`config.mk`:
```
export PLATFORM = sky130hd
export DESIGN_NAME = tick_time_counter
export DESIGN_NICKNAME = d
export VERILOG_FILES = /design/src/rtl/tick_time_counter.sv
export SDC_FILE = /design/constraint.sdc
export NUM_CORES = 1
export LEC_CHECK = 0
export CAP_MARGIN = 20
export CORE_MARGIN = 2
export CORE_UTILIZATION = 47
export CTS_BUF_LIST = sky130_fd_sc_hd__clkbuf_16
export DETAILED_ROUTE_END_ITERATION = 8
export GPL_TIMING_DRIVEN = 1
export PLACE_DENSITY = 0.79
export SLEW_MARGIN = 20
export SYNTH_ARGS = -nofsm -noshare
export SYNTH_HDL_FRONTEND = slang
export SYNTH_SLANG_ARGS = --single-unit
```
`constraint.sdc`:
```
create_clock -name clk_in -period 4.5 [get_ports clk_in]
set_clock_uncertainty 0.2 [all_clocks]
set_input_delay 0.9 -clock clk_in [delete_from_list [all_inputs] [get_ports clk_in]]
set_output_delay 0.9 -clock clk_in [all_outputs]
set_load 0.02 [all_outputs]
```
`src/rtl/tick_time_counter.sv`:
```
// -----------------------------------------------------------------------------
// tick_time_counter
//
// Receiving end of the one-second toggle produced by the clock generator.
// tick_in is synchronised into the clk_in domain; every rising or falling edge
// of it is one second. The block keeps a 24-hour hour:min:sec time, offers a
// valid/ready time-set port and pulses once per counted second and once per
// day wrap. The outputs feed the display/decoder stage.
//
// Parameters:
//   SYNC_STAGES  synchroniser depth on tick_in (2..4)
//   HOUR_MAX     hours per day; hour counts 0..HOUR_MAX-1
//
// Ports:
//   clk_in      system clock
//   rst_n       asynchronous active-low reset
//   tick_in     toggling one-second input, asynchronous to clk_in
//   run         1 = count seconds, 0 = consume ticks without counting
//   set_valid   time-set request
//   set_ready   block accepts set requests (after the post-reset settle)
//   set_hour/set_min/set_sec   time to load
//   set_err     1-cycle pulse: an accepted set request held an illegal value
//   hour/min/sec               current time, binary
//   sec_pulse   1-cycle pulse on each counted second
//   day_pulse   1-cycle pulse on the wrap HOUR_MAX-1:59:59 -> 00:00:00
//
// Optional build macro TICK_TIME_COUNTER_ALARM_EN adds:
//   alarm_arm, alarm_hour, alarm_min (inputs), alarm_hit (output): 1-cycle
//   pulse when a counted second lands on alarm_hour:alarm_min:00 while armed.
// -----------------------------------------------------------------------------
module tick_time_counter #(
  parameter int SYNC_STAGES = 2,
  parameter int HOUR_MAX    = 24
) (
  input  logic       clk_in,
  input  logic       rst_n,
  input  logic       tick_in,
  input  logic       run,
  input  logic       set_valid,
  output logic       set_ready,
  input  logic [4:0] set_hour,
  input  logic [5:0] set_min,
  input  logic [5:0] set_sec,
  output logic       set_err,
`ifdef TICK_TIME_COUNTER_ALARM_EN
  input  logic       alarm_arm,
  input  logic [4:0] alarm_hour,
  input  logic [5:0] alarm_min,
  output logic       alarm_hit,
`endif
  output logic [4:0] hour,
  output logic [5:0] min,
  output logic [5:0] sec,
  output logic       sec_pulse,
  output logic       day_pulse
);

  localparam logic [4:0] HOUR_LAST = 5'(HOUR_MAX - 1);
  localparam logic [2:0] WAIT_LAST = 3'(SYNC_STAGES);
  localparam logic [5:0] MS_LAST   = 6'd59;

  typedef enum logic {
    ST_WAIT_SYNC,
    ST_RUN
  } state_t;

  state_t                 state;
  logic [2:0]             wait_cnt;
  logic [SYNC_STAGES-1:0] sync_q;
  logic                   hist_q;
  logic                   sync_val;
  logic                   tick_edge;
  logic                   sec_tick;
  logic                   set_accept;
  logic                   set_legal;

  logic                   sec_wrap;
  logic                   min_wrap;
  logic                   day_wrap;
  logic [5:0]             sec_nxt;
  logic [5:0]             min_nxt;
  logic [4:0]             hour_nxt;

  // ---------------------------------------------------------------------------
  // Synchroniser and edge history. The history flop tracks the synchronised
  // level in every state, so edges seen while waiting or while run = 0 are
  // consumed and never replayed later.
  // ---------------------------------------------------------------------------
  assign sync_val  = sync_q[SYNC_STAGES-1];
  assign tick_edge = sync_val ^ hist_q;

  // NOTE: sequential state is written with non-blocking assignments so every
  // flop samples the pre-edge values, independent of statement order.
  always_ff @(posedge clk_in or negedge rst_n) begin
    if (!rst_n) begin
      sync_q <= '0;
      hist_q <= 1'b0;
    end else begin
      sync_q <= {sync_q[SYNC_STAGES-2:0], tick_in};
      hist_q <= sync_val;
    end
  end

  assign sec_tick   = tick_edge & run & (state == ST_RUN);
  assign set_accept = set_valid & set_ready;
  assign set_legal  = (set_sec <= MS_LAST) && (set_min <= MS_LAST) &&
                      (set_hour <= HOUR_LAST);

  // ---------------------------------------------------------------------------
  // Next time after one second. All carries resolve here so the registers
  // jump straight to the wrapped value in a single cycle.
  // ---------------------------------------------------------------------------
  // NOTE: every always_comb output is given a value on every path (defaults
  // first) so no latch is inferred.
  always_comb begin
    sec_wrap = (sec == MS_LAST);
    min_wrap = (min == MS_LAST);
    day_wrap = sec_wrap && min_wrap && (hour == HOUR_LAST);
    sec_nxt  = sec + 6'd1;
    min_nxt  = min;
    hour_nxt = hour;
    if (sec_wrap) begin
      sec_nxt = 6'd0;
      min_nxt = min + 6'd1;
      if (min_wrap) begin
        min_nxt  = 6'd0;
        hour_nxt = (hour == HOUR_LAST) ? 5'd0 : hour + 5'd1;
      end
    end
  end

  // ---------------------------------------------------------------------------
  // Control FSM with registered outputs. WAIT_SYNC lets the synchroniser and
  // history fill after reset so the tick_in level at reset is not a tick.
  // An accepted set request takes priority over a coincident tick, which is
  // dropped whether or not the set value was legal.
  // ---------------------------------------------------------------------------
  always_ff @(posedge clk_in or negedge rst_n) begin
    if (!rst_n) begin
      state     <= ST_WAIT_SYNC;
      wait_cnt  <= 3'd0;
      set_ready <= 1'b0;
      set_err   <= 1'b0;
      sec_pulse <= 1'b0;
      day_pulse <= 1'b0;
      hour      <= 5'd0;
      min       <= 6'd0;
      sec       <= 6'd0;
`ifdef TICK_TIME_COUNTER_ALARM_EN
      alarm_hit <= 1'b0;
`endif
    end else begin
      set_err   <= 1'b0;
      sec_pulse <= 1'b0;
      day_pulse <= 1'b0;
`ifdef TICK_TIME_COUNTER_ALARM_EN
      alarm_hit <= 1'b0;
`endif
      case (state)
        ST_WAIT_SYNC: begin
          if (wait_cnt == WAIT_LAST) begin
            state     <= ST_RUN;
            set_ready <= 1'b1;
          end else begin
            wait_cnt <= wait_cnt + 3'd1;
          end
        end
        ST_RUN: begin
          if (set_accept) begin
            if (set_legal) begin
              hour <= set_hour;
              min  <= set_min;
              sec  <= set_sec;
            end else begin
              set_err <= 1'b1;
            end
          end else if (sec_tick) begin
            hour      <= hour_nxt;
            min       <= min_nxt;
            sec       <= sec_nxt;
            sec_pulse <= 1'b1;
            day_pulse <= day_wrap;
`ifdef TICK_TIME_COUNTER_ALARM_EN
            alarm_hit <= alarm_arm && (hour_nxt == alarm_hour) &&
                         (min_nxt == alarm_min) && (sec_nxt == 6'd0);
`endif
          end
        end
        default: begin
          state     <= ST_WAIT_SYNC;
          wait_cnt  <= 3'd0;
          set_ready <= 1'b0;
        end
      endcase
    end
  end

endmodule

```
==> results of run 1 <==
## per-stage QoR
| stage | utilization | area, µm² |
|---|---|---|
| after floorplan | - | 1545 |
| after global placement | 0.6419 | 1992 |
| after detailed placement | 0.6419 | 1992 |
| after CTS | 0.6673 | 2071 |
| after global routing | 0.6673 | 2071 |
| final | 0.6673 | 2071 |
## report_power, final
group	leakage (nW)	internal, mW	switching [mW]
combinational	0.463	0.151	0.158
sequential	0.336	0.296	0.0647
clock	0.0385	0.119	0.0826
## how the worst max path moves through the flow
stage | depth (start not counted) | start | endpoint | slack (ns)
after floorplan | 5 | set_valid | hour[4] | 2.30
after global placement | 6 | set_valid | min[0] | 1.21
after detailed placement | 6 | set_valid | min[0] | 1.14
after CTS | 6 | set_valid | min[0] | 1.39
after global routing | 6 | set_valid | min[0] | 1.22
final | 6 | set_valid | min[0] | 1.35
## registers in the layout (all words and copies together) (netlist names)
register	cells
day_pulse	1
hist_q	1
hour	5
min	6
sec	6
sec_pulse	1
set_err	1
set_ready	1
state	1
sync_q	2
wait_cnt	3
## Yosys cell counts (all sizes together)
cell	count	area (µm²)
a31oi	2	12.51
and3	3	18.77
xnor2	2	17.52
inv	9	33.78
a211oi	2	15.01
or3	1	6.260
a21oi	16	80.08
o21a	2	15.01
nand2b	1	6.260
o22ai	6	43.79
a41o	1	10.01
nand4b	1	8.760
a41oi	2	36.29
and2	1	7.510
nand2	17	68.81
o2bb2ai	3	26.28
buf	5	36.28
ha	5	62.56
a31o	2	17.52
nor3	9	45.04
a32oi	2	17.52
nand4	3	18.77
o31ai	1	7.510
o31a	1	8.760
nor2	11	46.29
nor2b	1	13.76
nand3	14	70.07
dfrtp	28	700.7
o21ai	9	45.04
nor3b	1	7.510
a22oi	2	15.01
mux2	2	26.27
## per-layer routing
layer | part of all wire | global-route usage | vias up
met3 | 0.044 | 0.02941 | 6
li1 | - | - | 696
met1 | 0.45 | 0.2983 | 685
met5 | 0 | 0 | -
met4 | 0.016 | 0.06991 | 0
met2 | 0.49 | 0.3845 | 47
## cells in the final DEF (no fill, tap or decap), types with 2 or more instances in the layout
cell type	n
o21a_1	2
nand4_1	3
nand3_1	14
a32oi_1	2
nand2_1	15
clkdlybuf4s50_1	42
nor2_2	2
nand2_2	2
o21ai_0	9
ha_1	5
nor3_1	9
a21oi_1	16
a31o_2	2
clkbuf_16	3
inv_1	9
and3_1	3
xnor2_1	2
a22oi_1	2
o22ai_1	5
nor2_1	9
a211oi_1	2
dfrtp_1	28
a31oi_1	2
o2bb2ai_1	3
## kinds of logic after synthesis
logic type | after synthesis | synth area share
xor+xnor | 2 | 0.01134
compound gates | 51 | 0.2267
mux | 2 | 0.01700
buf+inv | 14 | 0.04534
simple gates | 63 | 0.2057
flops | 28 | 0.4534
fa+ha+maj | 5 | 0.04049
## layout make-up
| type | count | area [µm²] | area share |
|---|---|---|---|
| Tap cell | 44 | 55.05 | 0.02659 |
| Inverter | 9 | 33.78 | 0.01631 |
| Multi-Input combinational cell | 123 | 774.5 | 0.3740 |
| Clock inverter | 1 | 3.754 | 0.001813 |
| Timing Repair Buffer | 43 | 427.9 | 0.2066 |
| Sequential cell | 28 | 700.7 | 0.3384 |
| Clock buffer | 3 | 75.07 | 0.03625 |
==> impl_metrics.env, run 1 <==
export IMPL_status="finished clean"
export IMPL_area_growth_pct=34.01
export IMPL_insertion_delay_ns=0.26
export IMPL_powerDensity_mw_per_mm2=421.4
export IMPL_dr_pass1_iters=4
export IMPL_grt_pass1_wl_mm=6.437
export IMPL_clk_pin_slew_ns=0.07
export IMPL_postCtsSetupRepairBufs=0
export IMPL_port_buffer_count=42
export IMPL_hold_path_class="reg -> reg"
export IMPL_dieWidth_um=61.34
export IMPL_viasPerCell=5.713
export IMPL_maxSlewViolCount=0
export IMPL_fmax_mhz=317.5
export IMPL_dieArea_mm2=0.003763
export IMPL_start_util=0.4980
export IMPL_drt_initial_drc_count=76
export IMPL_grt_antenna_before_repair=0
export IMPL_hold_path_end="sync_q[1]"
export IMPL_rsz0062_at_grt="no"
export IMPL_htree_levels=1
export IMPL_vias=1434
export IMPL_grt_pass1_vias=1463
export IMPL_cp_num_buf_inv=1
export IMPL_placed_cells=247
export IMPL_finalHoldViolations=0
export IMPL_r2r_slack_ns=2.06
export IMPL_power_total_mw=0.8725
export IMPL_cp_cell_sequence="clkdlybuf4s50_1, and2_2, nand3_1, nand3_1, nor2_2, mux2_2"
export IMPL_synth_seq_cells=28
export IMPL_cp_common_cell="nand3_1"
export IMPL_ios=43
export IMPL_final_setup_tns_ns=0
export IMPL_fin_crit_ns=3.149
export IMPL_cts_buffers=3
export IMPL_diodes=0
export IMPL_cts_root_buf="clkbuf_16"
export IMPL_wl_mm=3.916
export IMPL_synth_distinct_cells=39
export IMPL_slowest_stage="clkdlybuf4s50_1"
export IMPL_finalNonFillerCells=251
export IMPL_layout_drive_gt1_share=0.07729
export IMPL_crit_fanout=31
export IMPL_ir_worst_vdd_mv=0.2244
export IMPL_cts_sinks=28
export IMPL_max_slew_margin=0.6103
export IMPL_critPathRequiredTime_ns=4.45
export IMPL_detailed_place_hpwl_mm=2.871
export IMPL_gp_congestion=0.8853
export IMPL_crit_path_end_kind="flop"
export IMPL_rr_worst_depth=5
export IMPL_setup_slack_ns=1.351
export IMPL_hold_worst_slack_ns=0.1522
export IMPL_syn_cell_area_mm2=0.001545
export IMPL_cpPeakStageDelay_ns=0.47
export IMPL_worstPathArrival_ns=3.10
export IMPL_r2r_start="set_ready"
export IMPL_worst_slew_pin_slew_ns=0.5845
export IMPL_rows=20
export IMPL_worstSetupPathType="in -> reg"
export IMPL_drc=0
export IMPL_yosysWarnings=0
export IMPL_ctsHoldBuffers=0
export IMPL_synth_fp_nets=192
export IMPL_drv_cap=0
export IMPL_grtUsageTotal=0.2250
export IMPL_cts_tree="yes"
export IMPL_period_share=0.6999
export IMPL_min_from="sync_q[0]"
export IMPL_avgSynthCellArea_um2=9.365
export IMPL_core_area_mm2=0.003103
export IMPL_path_delay_family="simple AND/OR/NAND/NOR gates"
export IMPL_cp_start_kind="primary input"
export IMPL_cts_resized=0
export IMPL_setup_violations=0
export IMPL_grt_max_degree=32
export IMPL_wire_per_inst_um=15.60
export IMPL_nNetsFinal=235
export IMPL_clockBufferDepth=2
export IMPL_ys_seq_area_frac=0.4534
export IMPL_synthCells=165
export IMPL_fillers=282
export IMPL_die_y_um=61.34
export IMPL_dpl_worst_slack_ns=1.137
export IMPL_p_leak_nw=0.8366
export IMPL_hold_depth=0
export IMPL_antenna_left=0
export IMPL_worstReg2RegEnd="min[0]"
export IMPL_grt_overflow_total=0
Note: power is estimated with default switching activity, not from simulation.
==> run 2: changes to the inputs <==
--- a/config.mk
+++ b/config.mk
@@ -7,11 +7,11 @@
 export LEC_CHECK = 0
 export CAP_MARGIN = 20
 export CORE_MARGIN = 2
-export CORE_UTILIZATION = 47
+export CORE_UTILIZATION = 43
 export CTS_BUF_LIST = sky130_fd_sc_hd__clkbuf_16
 export DETAILED_ROUTE_END_ITERATION = 8
 export GPL_TIMING_DRIVEN = 1
-export PLACE_DENSITY = 0.79
+export PLACE_DENSITY = 0.76
 export SLEW_MARGIN = 20
 export SYNTH_ARGS = -nofsm -noshare
 export SYNTH_HDL_FRONTEND = slang
==> constraint.sdc (replaced) <==
create_clock -name clk_in -period 2.7 [get_ports clk_in]
set_clock_uncertainty 0.2 [all_clocks]
set_input_delay 0.54 -clock clk_in [delete_from_list [all_inputs] [get_ports clk_in]]
set_output_delay 0.54 -clock clk_in [all_outputs]
set_load 0.02 [all_outputs]
==> run 2 against run 1 <==
Sequential cell count is the same. Worst setup slack lost 0.88 ns. Final area grew 3.2%. Critical path type unchanged. Critical endpoint is now min[2].
==> impl_metrics.env, run 2 (synthesis gave the netlist of run 1 again) <==
export IMPL_diodes=0
export IMPL_htree_levels=1
export IMPL_wire_per_inst_um=15.76
export IMPL_grt_overflow_total=0
export IMPL_layout_drive_gt1_share=0.1038
export IMPL_detailed_place_hpwl_mm=2.979
export IMPL_dr_pass1_iters=4
export IMPL_insertion_delay_ns=0.26
export IMPL_vias=1491
export IMPL_crit_path_end_kind="flop"
export IMPL_powerDensity_mw_per_mm2=734.7
export IMPL_fin_crit_ns=2.230
export IMPL_antenna_left=0
export IMPL_hold_worst_slack_ns=0.1631
export IMPL_ir_worst_vdd_mv=0.3899
export IMPL_gp_congestion=0.8885
export IMPL_fmax_mhz=448.4
export IMPL_cts_buffers=3
export IMPL_nNetsFinal=240
export IMPL_port_buffer_count=42
export IMPL_rows=21
export IMPL_min_from="sync_q[0]"
export IMPL_cp_start_kind="primary input"
export IMPL_drc=0
export IMPL_crit_fanout=18
export IMPL_viasPerCell=5.779
export IMPL_setup_violations=0
export IMPL_r2r_slack_ns=0.66
export IMPL_die_y_um=63.95
export IMPL_rsz0062_at_grt="no"
export IMPL_cts_tree="yes"
export IMPL_max_slew_margin=0.7559
export IMPL_fillers=273
export IMPL_area_growth_pct=38.30
export IMPL_worstSetupPathType="in -> reg"
export IMPL_reg_top3="min (6), sec (6), hour (5)"
export IMPL_r2r_start="sec[0]"
export IMPL_grt_max_degree=29
export IMPL_grt_antenna_before_repair=0
export IMPL_final_common_cell="clkdlybuf4s50_1"
export IMPL_status="finished clean"
export IMPL_postCtsSetupRepairBufs=0
export IMPL_maxSlewViolCount=0
export IMPL_clk_pin_slew_ns=0.07
export IMPL_worstPathArrival_ns=2.20
export IMPL_core_area_mm2=0.003390
export IMPL_final_cell_mix="clkdlybuf4s50_1, dfrtp_1, a21oi_1"
export IMPL_worst_slew_pin_slew_ns=0.3650
export IMPL_finalHoldViolations=0
export IMPL_critPathRequiredTime_ns=2.67
export IMPL_ios=43
export IMPL_cts_sinks=28
export IMPL_ctsHoldBuffers=0
export IMPL_cts_resized=0
export IMPL_final_util=0.6305
export IMPL_cts_root_buf="clkbuf_16"
export IMPL_drv_cap=0
export IMPL_grt_pass1_wl_mm=6.575
export IMPL_grtUsageTotal=0.2018
export IMPL_period_share=0.8260
export IMPL_final_setup_tns_ns=0
export IMPL_hold_path_class="reg -> reg"
export IMPL_clockBufferDepth=2
export IMPL_dieArea_mm2=0.004089
export IMPL_start_util=0.4559
export IMPL_dieWidth_um=63.95
export IMPL_crit_path_start="set_valid"
export IMPL_drt_initial_drc_count=97
export IMPL_p_leak_nw=0.8732
export IMPL_grt_pass1_vias=1448
export IMPL_wl_mm=4.065
## run 2: changes by cell type in the layout (fill, tap and decap cells not counted), sizes merged
cell,delta
bufinv,+1
buf,+5
clkinv,-1
## run 2: metrics by stage
step | power [mW] | setup WS, ns | instance area (µm²) | instances
finish | 1.570 | 0.4697 | 2137 | 258
global route | 1.650 | 0.3668 | 2137 | 258
CTS | 1.571 | 0.4755 | 2137 | 258
detailed placement | 1.131 | 0.2329 | 2032 | 254
global placement | 1.118 | 0.2731 | 2032 | 254
floorplan | 0.8761 | 0.7048 | 1545 | 165
## run 2: routing by layer
layer  wire, µm  vias to the layer above  global-route usage
li1           -                      705                   -
met1       1691                      709              0.2534
met2       2103                       69              0.3594
met3        226                        8             0.02641
met4         43                        0             0.05978
met5          0                        -                   0
## run 2: worst paths after layout
check | to | cells past startpoint
worst max-delay path | min[2] | 6
worst min-delay path | sync_q[1] | 0
worst min register to register | sync_q[1] | 0
worst max register to register | hour[4] | 6
max in group asynchronous | sec[2] | 2
min in group asynchronous | hour[1] | 2
## run 2: cell type report
class	instances	area, µm²	area share
Multi-Input combinational cell	123	774.5	0.3624
Sequential cell	28	700.7	0.3279
Timing Repair Buffer	48	465.4	0.2178
Clock buffer	3	75.07	0.03513
Tap cell	46	57.56	0.02693
Inverter	9	33.78	0.01581
Clock inverter	1	30.03	0.01405
## run 2: power by group
part           switching (mW)  total (mW)  internal [mW]
clock network           0.141       0.436          0.295
registers               0.111       0.605          0.494
logic                   0.269       0.529          0.260
## run 2: critical path, stage by stage
cell	delay [ns]
clkdlybuf4s50_1	0.53
and2_2	0.23
buf_4	0.24
a41o_1	0.23
nand2_1	0.19
o22ai_1	0.23
==> run 3: changes to the inputs <==
==> constraint.sdc (replaced) <==
create_clock -name clk_in -period 1.85 [get_ports clk_in]
set_clock_uncertainty 0.2 [all_clocks]
set_input_delay 0.37 -clock clk_in [delete_from_list [all_inputs] [get_ports clk_in]]
set_output_delay 0.37 -clock clk_in [all_outputs]
set_load 0.02 [all_outputs]
==> run 3 against run 2 <==
Via count up 7.0%. Total power up 51%. Highest routed layer unchanged. Die area unchanged. Largest cell class unchanged. Global-route usage up 0.97 points. Critical path depth unchanged. Sequential share of layout area down 3.2 points. Routed wire length up 5.5%. Worst hold slack worse by 0.011 ns. Sequential power up 42%. Final cell count up 9.7%. First-iteration DRC count up 45%. Sequential cell count unchanged.
==> impl_metrics.env, run 3 (synthesis gave the netlist of run 1 again) <==
export IMPL_wl_mm=4.287
export IMPL_fmax_mhz=551.9
export IMPL_cts_buffers=3
export IMPL_worstSetupPathType="in -> reg"
export IMPL_ir_worst_vdd_mv=0.5736
export IMPL_final_util=0.7047
export IMPL_dieArea_mm2=0.004089
export IMPL_fin_area_mm2=0.002389
export IMPL_cp_cell_sequence="clkdlybuf4s50_1, nand3_2, o21a_1, and3_4, nand2_2, mux2_4"
export IMPL_reg_top3="min (6), sec (6), hour (5)"
export IMPL_viasPerCell=5.636
export IMPL_path_delay_family="buffers and inverters"
export IMPL_insertion_delay_ns=0.26
export IMPL_cp_num_buf_inv=1
export IMPL_die_y_um=63.95
export IMPL_ios=43
export IMPL_globalRoute_busiestLayer="met2"
export IMPL_diodes=0
export IMPL_cts_root_buf="clkbuf_16"
export IMPL_final_setup_tns_ns=0
export IMPL_fillers=247
export IMPL_hold_worst_slack_ns=0.1517
export IMPL_setup_slack_ns=0.03823
export IMPL_cts_sinks=28
export IMPL_nNetsFinal=265
export IMPL_status="finished clean"
export IMPL_gp_congestion=0.9263
export IMPL_grt_overflow_total=0
export IMPL_area_growth_pct=54.57
export IMPL_power_total_mw=2.368
export IMPL_port_buffer_count=42
export IMPL_dieWidth_um=63.95
export IMPL_period_share=0.9793
export IMPL_final_cell_mix="buf_4, clkdlybuf4s50_1, dfrtp_1"
export IMPL_crit_path_end_kind="flop"
export IMPL_clockBufferDepth=2
export IMPL_rsz0062_at_grt="yes"
export IMPL_grt_antenna_before_repair=0
export IMPL_use_met2=0.3646
export IMPL_grt_pass1_vias=1553
export IMPL_core_area_mm2=0.003390
export IMPL_finalNonFillerCells=283
export IMPL_start_util=0.4559
export IMPL_dpl_worst_slack_ns=-0.3872
export IMPL_grtUsageTotal=0.2115
export IMPL_wire_per_inst_um=15.15
export IMPL_powerDensity_mw_per_mm2=991.6
export IMPL_grt_pass1_wl_mm=6.934
export IMPL_setup_violations=0
export IMPL_drt_initial_drc_count=141
export IMPL_clk_pin_slew_ns=0.07
export IMPL_slowest_stage="clkdlybuf4s50_1"
export IMPL_antenna_left=0
export IMPL_detailed_place_hpwl_mm=3.029
export IMPL_fin_crit_ns=1.812
export IMPL_cts_tree="yes"
export IMPL_layout_drive_gt1_share=0.2658
export IMPL_cpPeakStageDelay_ns=0.52
export IMPL_grt_max_degree=29
export IMPL_dr_pass1_iters=4
export IMPL_rows=21
export IMPL_drc=0
export IMPL_placed_cells=277
export IMPL_max_slew_margin=0.7527
export IMPL_final_common_cell="buf_4"
export IMPL_use_met1=0.2758
export IMPL_worstPathArrival_ns=1.77
export IMPL_maxSlewViolCount=0
export IMPL_met3_usage=0.02289
export IMPL_critPathRequiredTime_ns=1.80
export IMPL_htree_levels=1
export IMPL_p_leak_nw=1.033
export IMPL_drv_cap=0
export IMPL_crit_fanout=6
export IMPL_cp_start_kind="primary input"
export IMPL_ctsHoldBuffers=0
export IMPL_finalHoldViolations=0
export IMPL_vias=1595
export IMPL_hold_path_class="reg -> reg"
export IMPL_dpl_cell_area_mm2=0.002225
export IMPL_worst_slew_pin_slew_ns=0.3709
==> run 3: changes by cell type in the layout (fill, tap and decap cells not counted), sizes merged <==
cell           delta
buf              +25
clkdlybuf4s50    -17
dlygate4sd2      +16
dlymetal6s2s      +1
==> run 3: routing by layer <==
metal / vias up / share of wire
li1: 755 / -
met1: 758 / 0.43
met2: 72 / 0.49
met3: 10 / 0.055
met4: 0 / 0.022
met5: - / 0
==> run 3: area by class of cell <==
cell class,instances,area (µm²),area share
clock buffers,3,75.07,0.03143
clock inverters,1,30.03,0.01257
inverters,9,33.78,0.01414
multi-input cells,123,849.6,0.3557
flip-flops and latches,28,706.9,0.2960
well taps,46,57.56,0.02410
repair buffers,73,635.6,0.2661
==> run 3: path summary, 6_finish.rpt <==
path                            start        end  slack (ns)  cells past startpoint
min in group asynchronous       rst_n    hour[3]        0.28                      2
setup reg to reg               sec[1]     min[4]        0.06                      6
max in group asynchronous       rst_n     sec[0]        0.87                      2
setup / recovery           set_min[5]    hour[4]        0.04                      6
hold / removal              sync_q[0]  sync_q[1]        0.15                      0
hold reg to reg             sync_q[0]  sync_q[1]        0.15                      0
==> run 3: power by group <==
group / internal (mW) / switching, mW / leakage (nW)
registers: 0.726 / 0.131 / 0.331
logic: 0.407 / 0.461 / 0.650
clock network: 0.431 / 0.213 / 0.0511
total: 1.56 / 0.804 / 1.03
==> run 3: what timing repair did <==
item	in CTS	in global routing
cloned	0	0
buffers inserted	0	2
endpoints found under the setup margin	30	11
pin swaps	0	5
gates resized for setup	19	11
==> run 3: worst register-to-register path, delay by kind of cell (launching register included) <==
kind | cells | cell delay, ns
buffers and inverters | 1 | 0.20
AND/OR/NAND/NOR | 1 | 0.20
AO/OA/AOI/OAI | 3 | 0.50
flip-flops | 1 | 0.41
adder cells (fa/ha/maj) | 1 | 0.15
